### src/rtl/spi_feeder_pkg.sv
// Shared types and helpers for the SPI transmit packet feeder.
package spi_feeder_pkg;

  localparam int unsigned PKT_BYTES = 16;
  localparam int unsigned PKT_BITS  = 128;

  typedef logic [PKT_BITS-1:0] pkt_t;

  // Packet made of one byte value repeated across all byte lanes.
  function automatic pkt_t idle_pkt(input logic [7:0] fill_byte);
    return {PKT_BYTES{fill_byte}};
  endfunction

endpackage

### src/rtl/toggle_sync.sv
// Resynchronises a toggle-encoded request from a foreign clock domain and
// turns every level change into a single-cycle req_o pulse. The first valid
// synchronised sample after reset only sets the reference level.
module toggle_sync (
  input  logic clk,
  input  logic rst_n,
  input  logic toggle_i,
  output logic req_o
);

  logic       s1_q, s2_q, ref_q, primed_q, req_q;
  logic [1:0] vld_q;  // tracks when s1_q / s2_q hold real samples

  // Two-flop synchroniser, priming and registered edge detection.
  always_ff @(posedge clk or negedge rst_n) begin
    if (!rst_n) begin
      s1_q     <= 1'b0;
      s2_q     <= 1'b0;
      vld_q    <= 2'b00;
      ref_q    <= 1'b0;
      primed_q <= 1'b0;
      req_q    <= 1'b0;
    end else begin
      s1_q  <= toggle_i;
      s2_q  <= s1_q;
      vld_q <= {vld_q[0], 1'b1};
      req_q <= 1'b0;
      if (vld_q[1]) begin
        if (!primed_q) begin
          ref_q    <= s2_q;
          primed_q <= 1'b1;
        end else if (s2_q != ref_q) begin
          ref_q <= s2_q;
          req_q <= 1'b1;
        end
      end
    end
  end

  assign req_o = req_q;

endmodule

### src/rtl/spi_tx_feeder.sv
// Packs an incoming byte stream into 128-bit packets held in a two-slot
// ping-pong buffer and hands one packet to the SPI transmitter per toggle of
// TxGetNext. Requests that find no full slot get an idle packet and are counted.
// Optional feature: define SPI_FEEDER_FLUSH_EN to pad and release a partial
// packet after FLUSH_CYCLES idle cycles.
module spi_tx_feeder
  import spi_feeder_pkg::*;
#(
  parameter logic [7:0]  IDLE_BYTE    = 8'hA6,
  parameter logic [7:0]  PAD_BYTE     = 8'h00,
  parameter int unsigned FLUSH_CYCLES = 1024
) (
  input  logic         clk,
  input  logic         rst_n,
  input  logic [7:0]   DataIn,
  input  logic         DataInValid,
  output logic         DataInReady,
  input  logic         TxGetNext,
  output logic [127:0] Tx_packet,
  output logic         PktReady,
  output logic [15:0]  UnderrunCount
);

  pkt_t        slot_q [2];
  pkt_t        slot_d [2];
  logic [1:0]  full_q, full_d;
  logic        wp_q, wp_d, rp_q, rp_d;
  logic [3:0]  fill_q, fill_d;
  pkt_t        tx_q, tx_d;
  logic [15:0] underrun_q, underrun_d;
  logic        req, accept, flush, complete;

  toggle_sync u_sync (
    .clk      (clk),
    .rst_n    (rst_n),
    .toggle_i (TxGetNext),
    .req_o    (req)
  );

  assign accept = DataInValid && !full_q[wp_q];

`ifdef SPI_FEEDER_FLUSH_EN
  localparam logic [15:0] FlushLast = 16'(FLUSH_CYCLES - 1);

  logic [15:0] timer_q, timer_d;

  // Idle timer: runs only while a partial packet sits without new bytes.
  always_comb begin
    timer_d = timer_q;
    flush   = 1'b0;
    if (accept || (fill_q == 4'd0)) begin
      timer_d = 16'd0;
    end else if (timer_q == FlushLast) begin
      flush   = 1'b1;
      timer_d = 16'd0;
    end else begin
      timer_d = timer_q + 16'd1;
    end
  end

  // Idle timer register.
  always_ff @(posedge clk or negedge rst_n) begin
    if (!rst_n) timer_q <= 16'd0;
    else        timer_q <= timer_d;
  end
`else
  logic unused_cfg;
  assign unused_cfg = ^{PAD_BYTE, FLUSH_CYCLES[15:0]};
  assign flush      = 1'b0;
`endif

  assign complete = (accept && (fill_q == 4'd15)) || flush;

  // Slot fill, slot completion and request servicing. Requests look only at
  // the registered full flags, so a slot completing this cycle is not bypassed.
  always_comb begin
    slot_d     = slot_q;
    full_d     = full_q;
    wp_d       = wp_q;
    rp_d       = rp_q;
    fill_d     = fill_q;
    tx_d       = tx_q;
    underrun_d = underrun_q;

    if (accept) begin
      // First byte of a packet lands in the top lane; 15 - fill == ~fill.
      slot_d[wp_q][{~fill_q, 3'b000} +: 8] = DataIn;
      fill_d = fill_q + 4'd1;
    end

    if (flush) begin
      for (int i = 0; i < 16; i++) begin
        if (i >= int'(fill_q)) slot_d[wp_q][8*(15-i) +: 8] = PAD_BYTE;
      end
    end

    if (complete) begin
      full_d[wp_q] = 1'b1;
      wp_d         = ~wp_q;
      fill_d       = 4'd0;
    end

    // A full rp slot can never be the slot completing this cycle.
    if (req) begin
      if (full_q[rp_q]) begin
        tx_d         = slot_q[rp_q];
        full_d[rp_q] = 1'b0;
        rp_d         = ~rp_q;
      end else begin
        tx_d = idle_pkt(IDLE_BYTE);
        if (underrun_q != 16'hFFFF) underrun_d = underrun_q + 16'd1;
      end
    end
  end

  // Buffer, pointer and output registers.
  always_ff @(posedge clk or negedge rst_n) begin
    if (!rst_n) begin
      slot_q[0]  <= '0;
      slot_q[1]  <= '0;
      full_q     <= 2'b00;
      wp_q       <= 1'b0;
      rp_q       <= 1'b0;
      fill_q     <= 4'd0;
      tx_q       <= idle_pkt(IDLE_BYTE);
      underrun_q <= 16'd0;
    end else begin
      slot_q     <= slot_d;
      full_q     <= full_d;
      wp_q       <= wp_d;
      rp_q       <= rp_d;
      fill_q     <= fill_d;
      tx_q       <= tx_d;
      underrun_q <= underrun_d;
    end
  end

  assign DataInReady   = !full_q[wp_q];
  assign PktReady      = |full_q;
  assign Tx_packet     = tx_q;
  assign UnderrunCount = underrun_q;

endmodule

### config.mk
export PLATFORM = sky130hd
export DESIGN_NAME = spi_tx_feeder
export DESIGN_NICKNAME = d
export VERILOG_FILES = /design/src/rtl/spi_feeder_pkg.sv /design/src/rtl/toggle_sync.sv /design/src/rtl/spi_tx_feeder.sv
export SDC_FILE = /design/constraint.sdc
export NUM_CORES = 1
export LEC_CHECK = 0
export CAP_MARGIN = 20
export CORE_MARGIN = 5
export CORE_UTILIZATION = 64
export CTS_BUF_LIST = sky130_fd_sc_hd__clkbuf_2 sky130_fd_sc_hd__clkbuf_4 sky130_fd_sc_hd__clkbuf_8
export CTS_CLUSTER_SIZE = 25
export DETAILED_ROUTE_END_ITERATION = 7
export PLACE_DENSITY = 0.86
export SLEW_MARGIN = 20
export SYNTH_ARGS = -nofsm -noshare
export SYNTH_HDL_FRONTEND = slang
export SYNTH_SLANG_ARGS = --single-unit
export TNS_END_PERCENT = 5
### constraint.sdc
create_clock -name clk -period 3.5 [get_ports clk]
set_clock_uncertainty 0.15 [all_clocks]
set_input_delay 1.05 -clock clk [delete_from_list [all_inputs] [get_ports clk]]
set_output_delay 1.05 -clock clk [all_outputs]
set_load 0.005 [all_outputs]
Yosys cells after proc, flatten, opt, wreduce, memory -nomap -nowiden
Cells that the tools add are included.
Widths: inputs -> output; s select.
Storage, ports and cells
  bits in registers: 415
  bits of input ports: 12
  output and inout port bits: 146
  logic and storage cells: 75
Cells by class
  add/subtract/negate cells: 3
  magnitude comparators: 7
  eq/ne operators: 4
  shift-type cells: 2
  multiplexer cells: 25
  bitwise gates (word level): 9
  reductions and logical operators: 11
Operators by type and width (count)
  $mux 128: 5
  $bwmux 256: 1
  $demux 128 s1: 1
  $shift 8x9->128 const A: 1
  $shiftx 8x9->128: 1
  $add 16x1->16 const B: 1
  $ne 16x16->1 const B: 1
  $mux 1: 11
  $neg 7->9: 1
  $mux 4: 2
  $mux 2: 3
  $logic_and 1x1->1: 5
  $add 4x1->4 const B: 1
  $eq 4x4->1 const B: 1
  $ge 2x2->1 const B: 2
  $lt 1x2->1 const B: 2
  $not 1->2: 2
  $not 4->4: 1
  $reduce_and 2->1: 2
  $not 1->1: 3
  $reduce_and 3->1: 1
  $and 2x2->2: 1
  $demux 1 s1: 2
  $ge 1x1->1 const B: 2
  other kinds (8): 8

Logic depth before layout (Yosys ltp)
Gate-level depths: netlist (run 1).
  depth after elaboration: 9
  depth in mapped cells: 9

By module
From an unflattened synthesis (run 1), not the netlist that was laid out.
Unflattened totals
  cell total of the unflattened synthesis: 1347
  area total of the unflattened synthesis: 17575.6 sq um
Modules (own cells, without submodules)
  spi_tx_feeder: times used 1, cells an instance 1335, area an instance 17364.2 sq um
  toggle_sync: times used 1, cells an instance 12, area an instance 211.5 sq um

Least setup slack after synthesis (run 1)
OpenSTA, ideal clock, no wires.
  path kind: input-to-reg
  start point: input port DataInValid
  end point: register slot_q[128] (netlist name)
  setup time: 0.125 ns
  data arrival time: 2.463 ns
  data required time: 3.225 ns
  setup slack: 0.763 ns
  stages: 5
  buffers on the path: 2
  path through: buf_4 -> or3b_1 -> buf_2 -> nor4_4 -> mux2_2
On the way
  cells in the longest elaborated chain, start to end: 1
Ends and longest elaborated chain
  start, declared: RTL line spi_tx_feeder.sv:16  | input logic DataInValid,
  $logic_and 1x1->1: RTL line spi_tx_feeder.sv:40  | assign accept = DataInValid && !full_q[wp_q];
  end signal, assigned: RTL line spi_tx_feeder.sv:128  | slot_q <= slot_d;
  end, declared: RTL line spi_tx_feeder.sv:24  | pkt_t slot_q [2];
Every way passes these cells.
A chain may end at the register's enable or synchronous reset.

Worst setup path after layout (run 1)
  start point: register wp_q
  end point: output port DataInReady
On the way
  cells in the longest elaborated chain, start to end: 3
Ends and longest elaborated chain
  start, declared: RTL line spi_tx_feeder.sv:27  | logic wp_q, wp_d, rp_q, rp_d;
  start signal, assigned: RTL line spi_tx_feeder.sv:130  | wp_q <= wp_d;
  $mux 1 (not written as such) (2 in a row): RTL line spi_tx_feeder.sv:138  | assign DataInReady = !full_q[wp_q];
  $logic_not 1->1: RTL line spi_tx_feeder.sv:138
  end, declared: RTL line spi_tx_feeder.sv:17  | output logic DataInReady,
Every way passes these cells. The select of a mux whose other input is x is not followed.

==> results of run 1 <==
## cell usage in the layout (no fill, tap or decap), types with 7 or more instances in the layout
cell / netlist / routed
xor2_1: 11 / 11
clkdlybuf4s50_1: 0 / 156
nand3_1: 13 / 13
clkbuf_8: 0 / 87
dfstp_2: 64 / 64
o2bb2ai_1: 64 / 64
mux2_2: 258 / 258
a21oi_1: 68 / 68
clkbuf_4: 0 / 23
dfrtp_1: 351 / 349
and2_1: 17 / 17
buf_4: 1 / 41
nor2b_1: 7 / 7
mux2i_1: 132 / 132
o21ai_0: 9 / 9
nor2_1: 94 / 93
nand2_1: 35 / 35
## cell families (layout without fill, tap and decap cells)
logic type | after synthesis | in the layout
and+or+nand+nor | 219 | 219
adders and majority gates | 4 | 4
other | 1 | 1
buffers and inverters | 82 | 324
AOI/OAI and AO/OA | 159 | 159
xor gates and xnor gates | 13 | 13
DFF | 415 | 415
muxes | 393 | 393
## through the flow
step / worst slack [ns] / area (sq um) / power, mW / hold WS [ns]
floorplan: 0.763 / 17500 / 9.72 / 0.181
global placement: 0.264 / 19600 / 11.3 / 0.182
detailed placement: 0.169 / 19600 / 11.5 / 0.193
CTS: 0.253 / 21000 / 16.0 / 0.207
global route: 0.159 / 21000 / 16.7 / 0.215
finish: 0.261 / 21000 / 15.9 / 0.204
## state kept, by name, summed over array words and instances, names as in the netlist
| name | flops |
|---|---|
| Tx_packet | 128 |
| u_sync.s2_q | 1 |
| fill_q | 4 |
| u_sync.s1_q | 1 |
| u_sync.req_o | 1 |
| rp_q | 1 |
| UnderrunCount | 16 |
| full_q | 2 |
| u_sync.ref_q | 1 |
| u_sync.primed_q | 1 |
| slot_q | 256 |
| wp_q | 1 |
| u_sync.vld_q | 2 |
## worst max-delay path: stages (launching register included)
cell and delay, ns:
dfrtp_1 0.44, mux2i_1 0.41, clkdlybuf4s50_1 0.63
## power by group
| group | leakage [nW] | total, mW | internal, mW | switching, mW |
|---|---|---|---|---|
| Combinational | 3.69 | 4.55 | 2.25 | 2.30 |
| Clock | 0.761 | 4.38 | 2.54 | 1.84 |
| Sequential | 5.43 | 7.00 | 6.18 | 0.812 |
## layer usage
layer,share of wire,routed length [um]
met5,0,0
met1,0.42,17300
met3,0.055,2280
met2,0.50,20900
met4,0.023,967
## layout make-up
type	instances	share of cell area
Clock buffer	110	0.0652
Clock inverter	7	0.00310
Inverter	4	0.000714
Multi-Input combinational cell	789	0.318
Sequential cell	415	0.498
Tap cell	341	0.0203
Timing Repair Buffer	203	0.0944
## path summary, 6_finish.rpt
check,from,to,slack [ns],depth (start not counted)
setup reg to reg,fill_q[0]$_DFFE_PN0P_,slot_q[218]$_DFFE_PN0P_,0.55,5
setup / recovery,wp_q$_DFFE_PN0N_,DataInReady,0.26,2
hold / removal,u_sync.vld_q[0]$_DFF_PN0_,u_sync.vld_q[1]$_DFF_PN0_,0.20,0
hold reg to reg,u_sync.vld_q[0]$_DFF_PN0_,u_sync.vld_q[1]$_DFF_PN0_,0.20,0
max in group asynchronous,rst_n,Tx_packet[25]$_DFFE_PN1P_,2.01,2
min in group asynchronous,rst_n,Tx_packet[44]$_DFFE_PN0P_,0.31,1
==> results.yml, run 1 <==
run_status:
  status: "complete, no violations"
finish:
  multiInputGateArea_sq_um: 6690
  fin_util: 0.780
  area_growth_syn_to_layout_pct: 20.3
  instances_no_fill: 1869
  n_fill_cell: 1569
  fin_nets: 1496
  regArea_sq_um: 10500
  n_antenna_cell: 0
  drive_gt1_frac: 0.340
global_route:
  grtUsageMet2: 0.457
  grt_pass1_vias: 12036
  grt_use_met1: 0.372
  grt_usage: 0.275
  grt_max_degree: 133
  grt.met3_usage: 0.0493
  grt_pass1_wl_um: 67400
  grt-busiest-layer: "met2"
  grt_overflow: 0
  antenna_found_initial: 0
detailed_routing:
  viasPerCell: 6.01
  drt-pass1-iter-count: 5
  drc_errors: 0
  detail_route.wl_per_cell_um: 22.2
  finalWirelength_um: 41400
  vias: 11232
  drtIter0Drc: 716
  drtAntennaViolNets: 0
min_path:
  worst_hold_path_type: "reg -> reg"
synth:
  synth_fa_ha_area_frac: 0.00286
  synth_top_family_by_area: "multiplexers"
  synth_nets: 1302
  yosysTopAreaCell: "dfrtp_1"
  synth_mux_area_frac: 0.244
  synth_async_sr_flop_share: 1.00
  synth_edf_count: 0
  ys_warn_count: 0
  syn-cell-area_sq_um: 17500
  synth_top_flop_cell: "dfrtp_1"
  synth_seq_cells: 415
  synth_most_common_cell: "dfrtp_1"
  synth-simple-area-share: 0.0646
  synth_top_cells_by_count: "351 x dfrtp_1, 258 x mux2_2, 132 x mux2i_1"
  synth.distinct_cells: 52
  synth_cells: 1286
  yosysSeqAreaShare: 0.599
  synth_xor_xnor_area_share: 0.00652
  syn_area_per_cell_sq_um: 13.6
  yosys.area.top_type_share: 0.503
  synth_compound_area_frac: 0.0642
  synthTopCellsByArea: "dfrtp_1 50%, mux2_2 17%, dfstp_2 9.6%, mux2i_1 7.6%, o2bb2ai_1 3.2%"
placed_design:
  placedCellCount: 1752
  hpwl_um: 26800
  place_congestion: 0.898
  portBuffers: 157
setup_path:
  critical_path_class: "reg -> out"
  cp_data_required_time_ns: 2.30
  crit_path_end_kind: "output port"
  worstPathMaxFanout: 6
  arrival_ns: 2.04
  start_kind: "register"
sta:
  hold_viol_final: 0
  relSlewSlack: 0.273
  worstMarginPinSlew_ns: 1.09
  setup_tns_ns: 0
  fmax_mhz: 309
  final.period_utilization: 0.926
  final_max_slew_viol_count: 0
  final_period_minus_worst_setup_slack_ns: 3.24
  rsz0062_at_grt: "no"
  setup_violations: 0
die:
  rows: 60
  die_y_um: 175
  start_util: 0.648
  die_w_um: 175
  ios: 158
  dieArea_sq_um: 30700
  core_area_sq_um: 27000
clock_tree:
  cts_sinks: 415
  cts_hold_buf: 0
  cts_resized: 0
  cts_setup_buffers: 0
  htree_levels: 3
  cts_tree: "yes"
  cts_made_buffers: 67
  clk_path_buf_depth: 3
  clock_latency_ns: 0.56
  clkSlewWorstSetupHoldPaths_ns: 0.06
  ctsRootBufferMaster: "clkbuf_8"
power:
  p_leak_nw: 9.88
  ir_drop_uv: 769
  power_per_cell_area_nw_per_um2: 758
job:
  cap_violations: 0
Note: power is estimated with default switching activity, not from simulation.
==> run 2, diff against run 1 <==
--- a/config.mk
+++ b/config.mk
@@ -5,13 +5,12 @@
 export SDC_FILE = /design/constraint.sdc
 export NUM_CORES = 1
 export LEC_CHECK = 0
-export CAP_MARGIN = 20
 export CORE_MARGIN = 5
-export CORE_UTILIZATION = 64
+export CORE_UTILIZATION = 54
 export CTS_BUF_LIST = sky130_fd_sc_hd__clkbuf_2 sky130_fd_sc_hd__clkbuf_4 sky130_fd_sc_hd__clkbuf_8
 export CTS_CLUSTER_SIZE = 25
 export DETAILED_ROUTE_END_ITERATION = 7
-export PLACE_DENSITY = 0.86
+export PLACE_DENSITY = 0.78
 export SLEW_MARGIN = 20
 export SYNTH_ARGS = -nofsm -noshare
 export SYNTH_HDL_FRONTEND = slang
==> constraint.sdc (replaced) <==
create_clock -name clk -period 2.95 [get_ports clk]
set_clock_uncertainty 0.15 [all_clocks]
set_input_delay 0.885 -clock clk [delete_from_list [all_inputs] [get_ports clk]]
set_output_delay 0.885 -clock clk [all_outputs]
set_load 0.005 [all_outputs]
==> results.yml, run 2 (synthesized netlist as in run 1, its figures left out) <==
die:
  dieArea_sq_um: 36100
  ios: 158
  core_area_sq_um: 31700
  start_util: 0.551
  rows: 65
  die_w_um: 190
  die_y_um: 190
finish:
  instances_no_fill: 1972
  fin_util: 0.678
  stdcell_area_sq_um: 21500
  drive_gt1_frac: 0.359
  n_fill_cell: 2251
  final_cell_mix: "348 x dfrtp_1, 258 x mux2_2, 155 x clkdlybuf4s50_1, 131 x mux2i_1, 93 x nor2_1"
  largest_register: "slot_q"
  fin_nets: 1532
  area_growth_syn_to_layout_pct: 23.1
  largest_reg_flops: 256
  final_common_cell: "dfrtp_1"
  n_antenna_cell: 0
global_route:
  antenna_found_initial: 0
  grt_pass1_vias: 12000
  grt_usage: 0.228
  grt_pass1_wl_um: 66100
  grt_overflow: 0
  grt_max_degree: 133
job:
  cap_violations: 0
detailed_routing:
  wl_met3_um: 1700
  drtIter0Drc: 534
  drtAntennaViolNets: 0
  drc_errors: 0
  viasPerCell: 5.62
  met1_length_um: 17700
  finalWirelength_um: 40300
  drt-pass1-iter-count: 5
  vias: 11085
  routed.top_layer: "met4"
  detail_route.wl_per_cell_um: 20.4
  dr_wl_met2_um: 19900
sta:
  rsz0062_at_grt: "no"
  relSlewSlack: 0.180
  fmax_mhz: 346
  worstMarginPinSlew_ns: 1.23
  setup_violations: 0
  final_period_minus_worst_setup_slack_ns: 2.89
  hold_viol_final: 0
  final.period_utilization: 0.980
  final_max_slew_viol_count: 0
setup_path:
  worstPathMaxFanout: 7
  slowest_stage: "clkdlybuf4s50_1"
  crit_path_end_kind: "output port"
  start_kind: "register"
  critical_path_class: "reg -> out"
  cp_data_required_time_ns: 1.92
  max_stage_delay_ns: 0.47
  arrival_ns: 1.86
  crit_chain: "or2_2 -> clkdlybuf4s50_1"
clock_tree:
  cts_tree: "yes"
  clkSlewWorstSetupHoldPaths_ns: 0.06
  cts_made_buffers: 68
  ctsRootBufferMaster: "clkbuf_8"
  clk_path_buf_depth: 3
  htree_levels: 3
  cts_sinks: 415
  clock_latency_ns: 0.58
power:
  power_per_cell_area_nw_per_um2: 888
  p_leak_nw: 10.1
  power.total_mw: 19.1
  ir_drop_uv: 986
placed_design:
  hpwl_um: 27100
  place_congestion: 0.900
  placedCellCount: 1847
  postPlaceCellArea_sq_um: 20000
  portBuffers: 157
min_path:
  worst_hold_path_type: "in -> async"
run_status:
  status: "complete, no violations"
-- run 2: cell types whose count changed in the layout (fill, tap and decap cells not counted), moves of 2 or more --
| cell | change |
|---|---|
| clkbuf_4 | +4 |
| buf_4 | +29 |
| clkinvlp_4 | +2 |
| buf_12 | +6 |
-- run 2: layout make-up --
cell class                 instances  area, sq um  share of cell area
timing repair buffer             238         2320               0.108
clock buffer                     113         1390              0.0644
multi-input combinational        789         6690               0.311
clock inverter                    11          119             0.00553
inverter                           4         15.0            0.000698
sequential                       415        10500               0.487
tap                              402          503              0.0234
-- run 2: metal layers --
| layer | track usage | up-vias |
|---|---|---|
| li1 | - | 5059 |
| met1 | 0.308 | 5726 |
| met2 | 0.379 | 238 |
| met3 | 0.0396 | 62 |
| met4 | 0.0718 | 0 |
| met5 | 0 | - |
-- run 2: metrics by stage --
| stage | setup WS [ns] | TNS, ns | hold WS [ns] |
|---|---|---|---|
| finish | 0.0576 | 0 | 0.107 |
| global route | 0.00738 | 0 | 0.0998 |
| CTS | 0.0167 | 0 | 0.0826 |
| detailed placement | -0.0540 | -0.467 | 0.192 |
| global placement | -0.00186 | -0.00585 | 0.182 |
| floorplan | 0.378 | 0 | 0.181 |
-- run 2: repair_timing --
item,4_1_cts,5_1_grt
cloned,0,0
endpoints found under the setup margin,1,1
setup buffers,1,0
resized for setup,1,2
hold buffers,0,0
-- run 2: path summary, 6_finish.rpt --
path	startpoint	to	slack, ns	cells past startpoint
worst max-delay path	full_q[0]$_DFF_PN0_	PktReady	0.06	2
worst min-delay path	rst_n	slot_q[163]$_DFFE_PN0P_	0.11	1
worst max register to register	fill_q[1]$_DFFE_PN0P_	slot_q[161]$_DFFE_PN0P_	0.29	6
worst min register to register	u_sync.vld_q[0]$_DFF_PN0_	u_sync.vld_q[1]$_DFF_PN0_	0.20	0
max in group asynchronous	rst_n	Tx_packet[17]$_DFFE_PN1P_	1.77	2
min in group clk	u_sync.vld_q[0]$_DFF_PN0_	u_sync.vld_q[1]$_DFF_PN0_	0.20	0
-- run 2: power breakdown --
group / switching [mW] / internal (mW) / total [mW]
clock network: 2.23 / 3.15 / 5.37
logic: 2.71 / 2.78 / 5.49
registers: 0.900 / 7.34 / 8.24
total: 5.84 / 13.3 / 19.1
-- run 2: worst max-delay path, delay by kind of cell, from the launching register on --
kind	cells	cell delay [ns]
buf+inv	1	0.47
flops	1	0.46
simple gates	1	0.36
==> run 3, diff against run 2 <==
--- a/config.mk
+++ b/config.mk
@@ -5,12 +5,13 @@
 export SDC_FILE = /design/constraint.sdc
 export NUM_CORES = 1
 export LEC_CHECK = 0
+export ABC_AREA = 1
 export CORE_MARGIN = 5
 export CORE_UTILIZATION = 54
 export CTS_BUF_LIST = sky130_fd_sc_hd__clkbuf_2 sky130_fd_sc_hd__clkbuf_4 sky130_fd_sc_hd__clkbuf_8
-export CTS_CLUSTER_SIZE = 25
+export CTS_CLUSTER_SIZE = 14
 export DETAILED_ROUTE_END_ITERATION = 7
-export PLACE_DENSITY = 0.78
+export PLACE_DENSITY = 0.77
 export SLEW_MARGIN = 20
 export SYNTH_ARGS = -nofsm -noshare
 export SYNTH_HDL_FRONTEND = slang
==> results.yml, run 3 <==
run_status:
  status: "complete, no violations"
placed_design:
  portBuffers: 157
  hpwl_um: 32100
  placedCellCount: 2593
  postPlaceCellArea_sq_um: 20000
  place_congestion: 0.907
synth:
  synth_seq_cells: 415
  ys_warn_count: 0
  yosysSeqAreaShare: 0.593
  yosys.area.top_type_share: 0.498
  synth_cells: 2012
  synth_edf_count: 0
  syn_area_per_cell_sq_um: 8.77
  synth_most_common_cell: "nand2_1"
  synthTopCellsByArea: "dfrtp_1 50%, nand2_1 19%, dfstp_2 9.5%, o21ai_0 4.7%, mux2i_1 3.2%"
  yosysTopAreaCell: "dfrtp_1"
  synth_top_flop_cell: "dfrtp_1"
  synth_nets: 2028
  syn-cell-area_sq_um: 17600
  synth_async_sr_flop_share: 1.00
  synth.distinct_cells: 39
  synth_top_cells_by_count: "874 x nand2_1, 351 x dfrtp_1, 165 x o21ai_0"
finish:
  n_fill_cell: 2637
  stdcell_area_sq_um: 21500
  instances_no_fill: 2715
  fin_util: 0.663
  n_antenna_cell: 0
  final_cell_mix: "874 x nand2_1, 349 x dfrtp_1, 165 x o21ai_0, 156 x clkdlybuf4s50_1, 101 x nor2_1"
  drive_gt1_frac: 0.131
  largest_register: "slot_q"
  area_growth_syn_to_layout_pct: 21.7
  final_common_cell: "nand2_1"
  fin_nets: 2237
  largest_reg_flops: 256
die:
  ios: 158
  die_y_um: 191
  core_area_sq_um: 32400
  start_util: 0.545
  die_w_um: 191
  dieArea_sq_um: 36400
  rows: 66
setup_path:
  max_stage_delay_ns: 0.52
  crit_chain: "inv_2 -> nand2_1 -> nand2_1 -> clkdlybuf4s50_1"
  worstPathMaxFanout: 3
  slowest_stage: "clkdlybuf4s50_1"
  critical_path_class: "reg -> out"
  critPathTopFamily: "buffers and inverters"
  cp_common_cell: "nand2_1"
  critPathBufInv: 2
  arrival_ns: 1.81
  cp_data_required_time_ns: 1.92
  crit_path_end_kind: "output port"
  start_kind: "register"
power:
  pwr-share-comb: 0.315
  p_sw_frac: 0.356
  ir_drop_uv: 473
  power_per_cell_area_nw_per_um2: 970
  seq_power_share: 0.437
  p_sw_mw: 7.42
  p_leak_nw: 10.5
  pwr-share-clk: 0.248
  internal-power_mw: 13.4
sta:
  relSlewSlack: 0.502
  setup_violations: 0
  worstMarginPinSlew_ns: 0.746
  final_max_slew_viol_count: 0
  setup_tns_ns: 0
  hold_viol_final: 0
  final.period_utilization: 0.965
  rsz0062_at_grt: "no"
  fmax_mhz: 351
  final_period_minus_worst_setup_slack_ns: 2.85
detailed_routing:
  drc_errors: 0
  drt-pass1-iter-count: 5
  viasPerCell: 5.51
  detail_route.wl_per_cell_um: 17.9
  vias: 14947
  drtIter0Drc: 1426
  finalWirelength_um: 48600
  drtAntennaViolNets: 0
clock_tree:
  cts_tree: "yes"
  ctsRootBufferMaster: "clkbuf_8"
  cts_made_buffers: 68
  htree_levels: 3
  cts_sinks: 415
  clk_path_buf_depth: 3
  cts_resized: 0
  cts_hold_buf: 0
  clock_latency_ns: 0.58
  cts_setup_buffers: 0
  clkSlewWorstSetupHoldPaths_ns: 0.06
global_route:
  grt_pass1_vias: 14841
  grt_max_degree: 70
  grt_usage: 0.271
  grt_overflow: 0
  antenna_found_initial: 0
  grt_pass1_wl_um: 79300
job:
  cap_violations: 0
min_path:
  worst_hold_path_type: "in -> async"
## run 3: area by class of cell
type	count	area, sq um	area share
Multi-Input combinational cell	1417	6460	0.301
Tap cell	442	553	0.0258
Sequential cell	415	10500	0.488
Clock inverter	7	50.0	0.00233
Inverter	85	319	0.0149
Timing Repair Buffer	234	2240	0.105
Clock buffer	115	1360	0.0636
## run 3: worst paths after layout
| kind | startpoint | end | slack, ns | cells past startpoint |
|---|---|---|---|---|
| worst max-delay path | full_q[1]$_DFF_PN0_ | DataInReady | 0.10 | 4 |
| worst max register to register | fill_q[1]$_DFFE_PN0P_ | slot_q[238]$_DFFE_PN0P_ | 0.39 | 10 |
| worst min-delay path | rst_n | slot_q[237]$_DFFE_PN0P_ | 0.10 | 1 |
| min in group clk | u_sync.vld_q[0]$_DFF_PN0_ | u_sync.vld_q[1]$_DFF_PN0_ | 0.20 | 0 |
| max in group asynchronous | rst_n | Tx_packet[71]$_DFFE_PN1P_ | 1.70 | 2 |
| worst min register to register | u_sync.vld_q[0]$_DFF_PN0_ | u_sync.vld_q[1]$_DFF_PN0_ | 0.20 | 0 |
## run 3: kinds of logic (layout without fill, tap and decap cells)
group	count (synthesis)	after routing	synth area share
flops	415	415	0.593
mux	57	57	0.0324
fa+ha+maj	4	4	0.00284
simple gates	1104	1104	0.251
buf+inv	180	441	0.0418
other cells	1	1	0.000213
xor+xnor	12	12	0.00596
compound gates	239	239	0.0727
## run 3: worst register-to-register path: stages (launching register included)
cell	delay, ns
dfrtp_1	0.45
inv_1	0.09
ha_1	0.50
clkinv_1	0.15
buf_4	0.19
nor3_1	0.43
buf_4	0.22
nand2_1	0.09
inv_1	0.11
nand2_1	0.06
nand2_1	0.07
## run 3: power groups by stage
stage	sequential, mW	combinational [mW]	clock, mW
2_1_floorplan	8.71	3.71	0
3_3_place_gp	9.07	6.33	0
3_5_place_dp	9.12	6.52	0
4_1_cts	9.06	6.56	5.25
5_1_grt	9.29	7.29	5.50
6_report	9.09	6.56	5.16
## run 3: metal layers
layer / GRT usage / wire, um / vias to the layer above
met2: 0.422 / 22500 / 645
met3: 0.0525 / 3910 / 136
li1: - / - / 6889
met1: 0.382 / 20500 / 7277
met4: 0.102 / 1610 / 0
met5: 0 / 0 / -
## run 3: metrics by stage
step           worst slack, ns  power (mW)  hold WS, ns
2_1_floorplan            0.663        12.4        0.181
3_3_place_gp             0.241        15.4        0.182
3_5_place_dp             0.167        15.6        0.190
4_1_cts                 0.0678        20.9        0.111
5_1_grt                 0.0244        22.1        0.131
6_report                 0.105        20.8        0.103
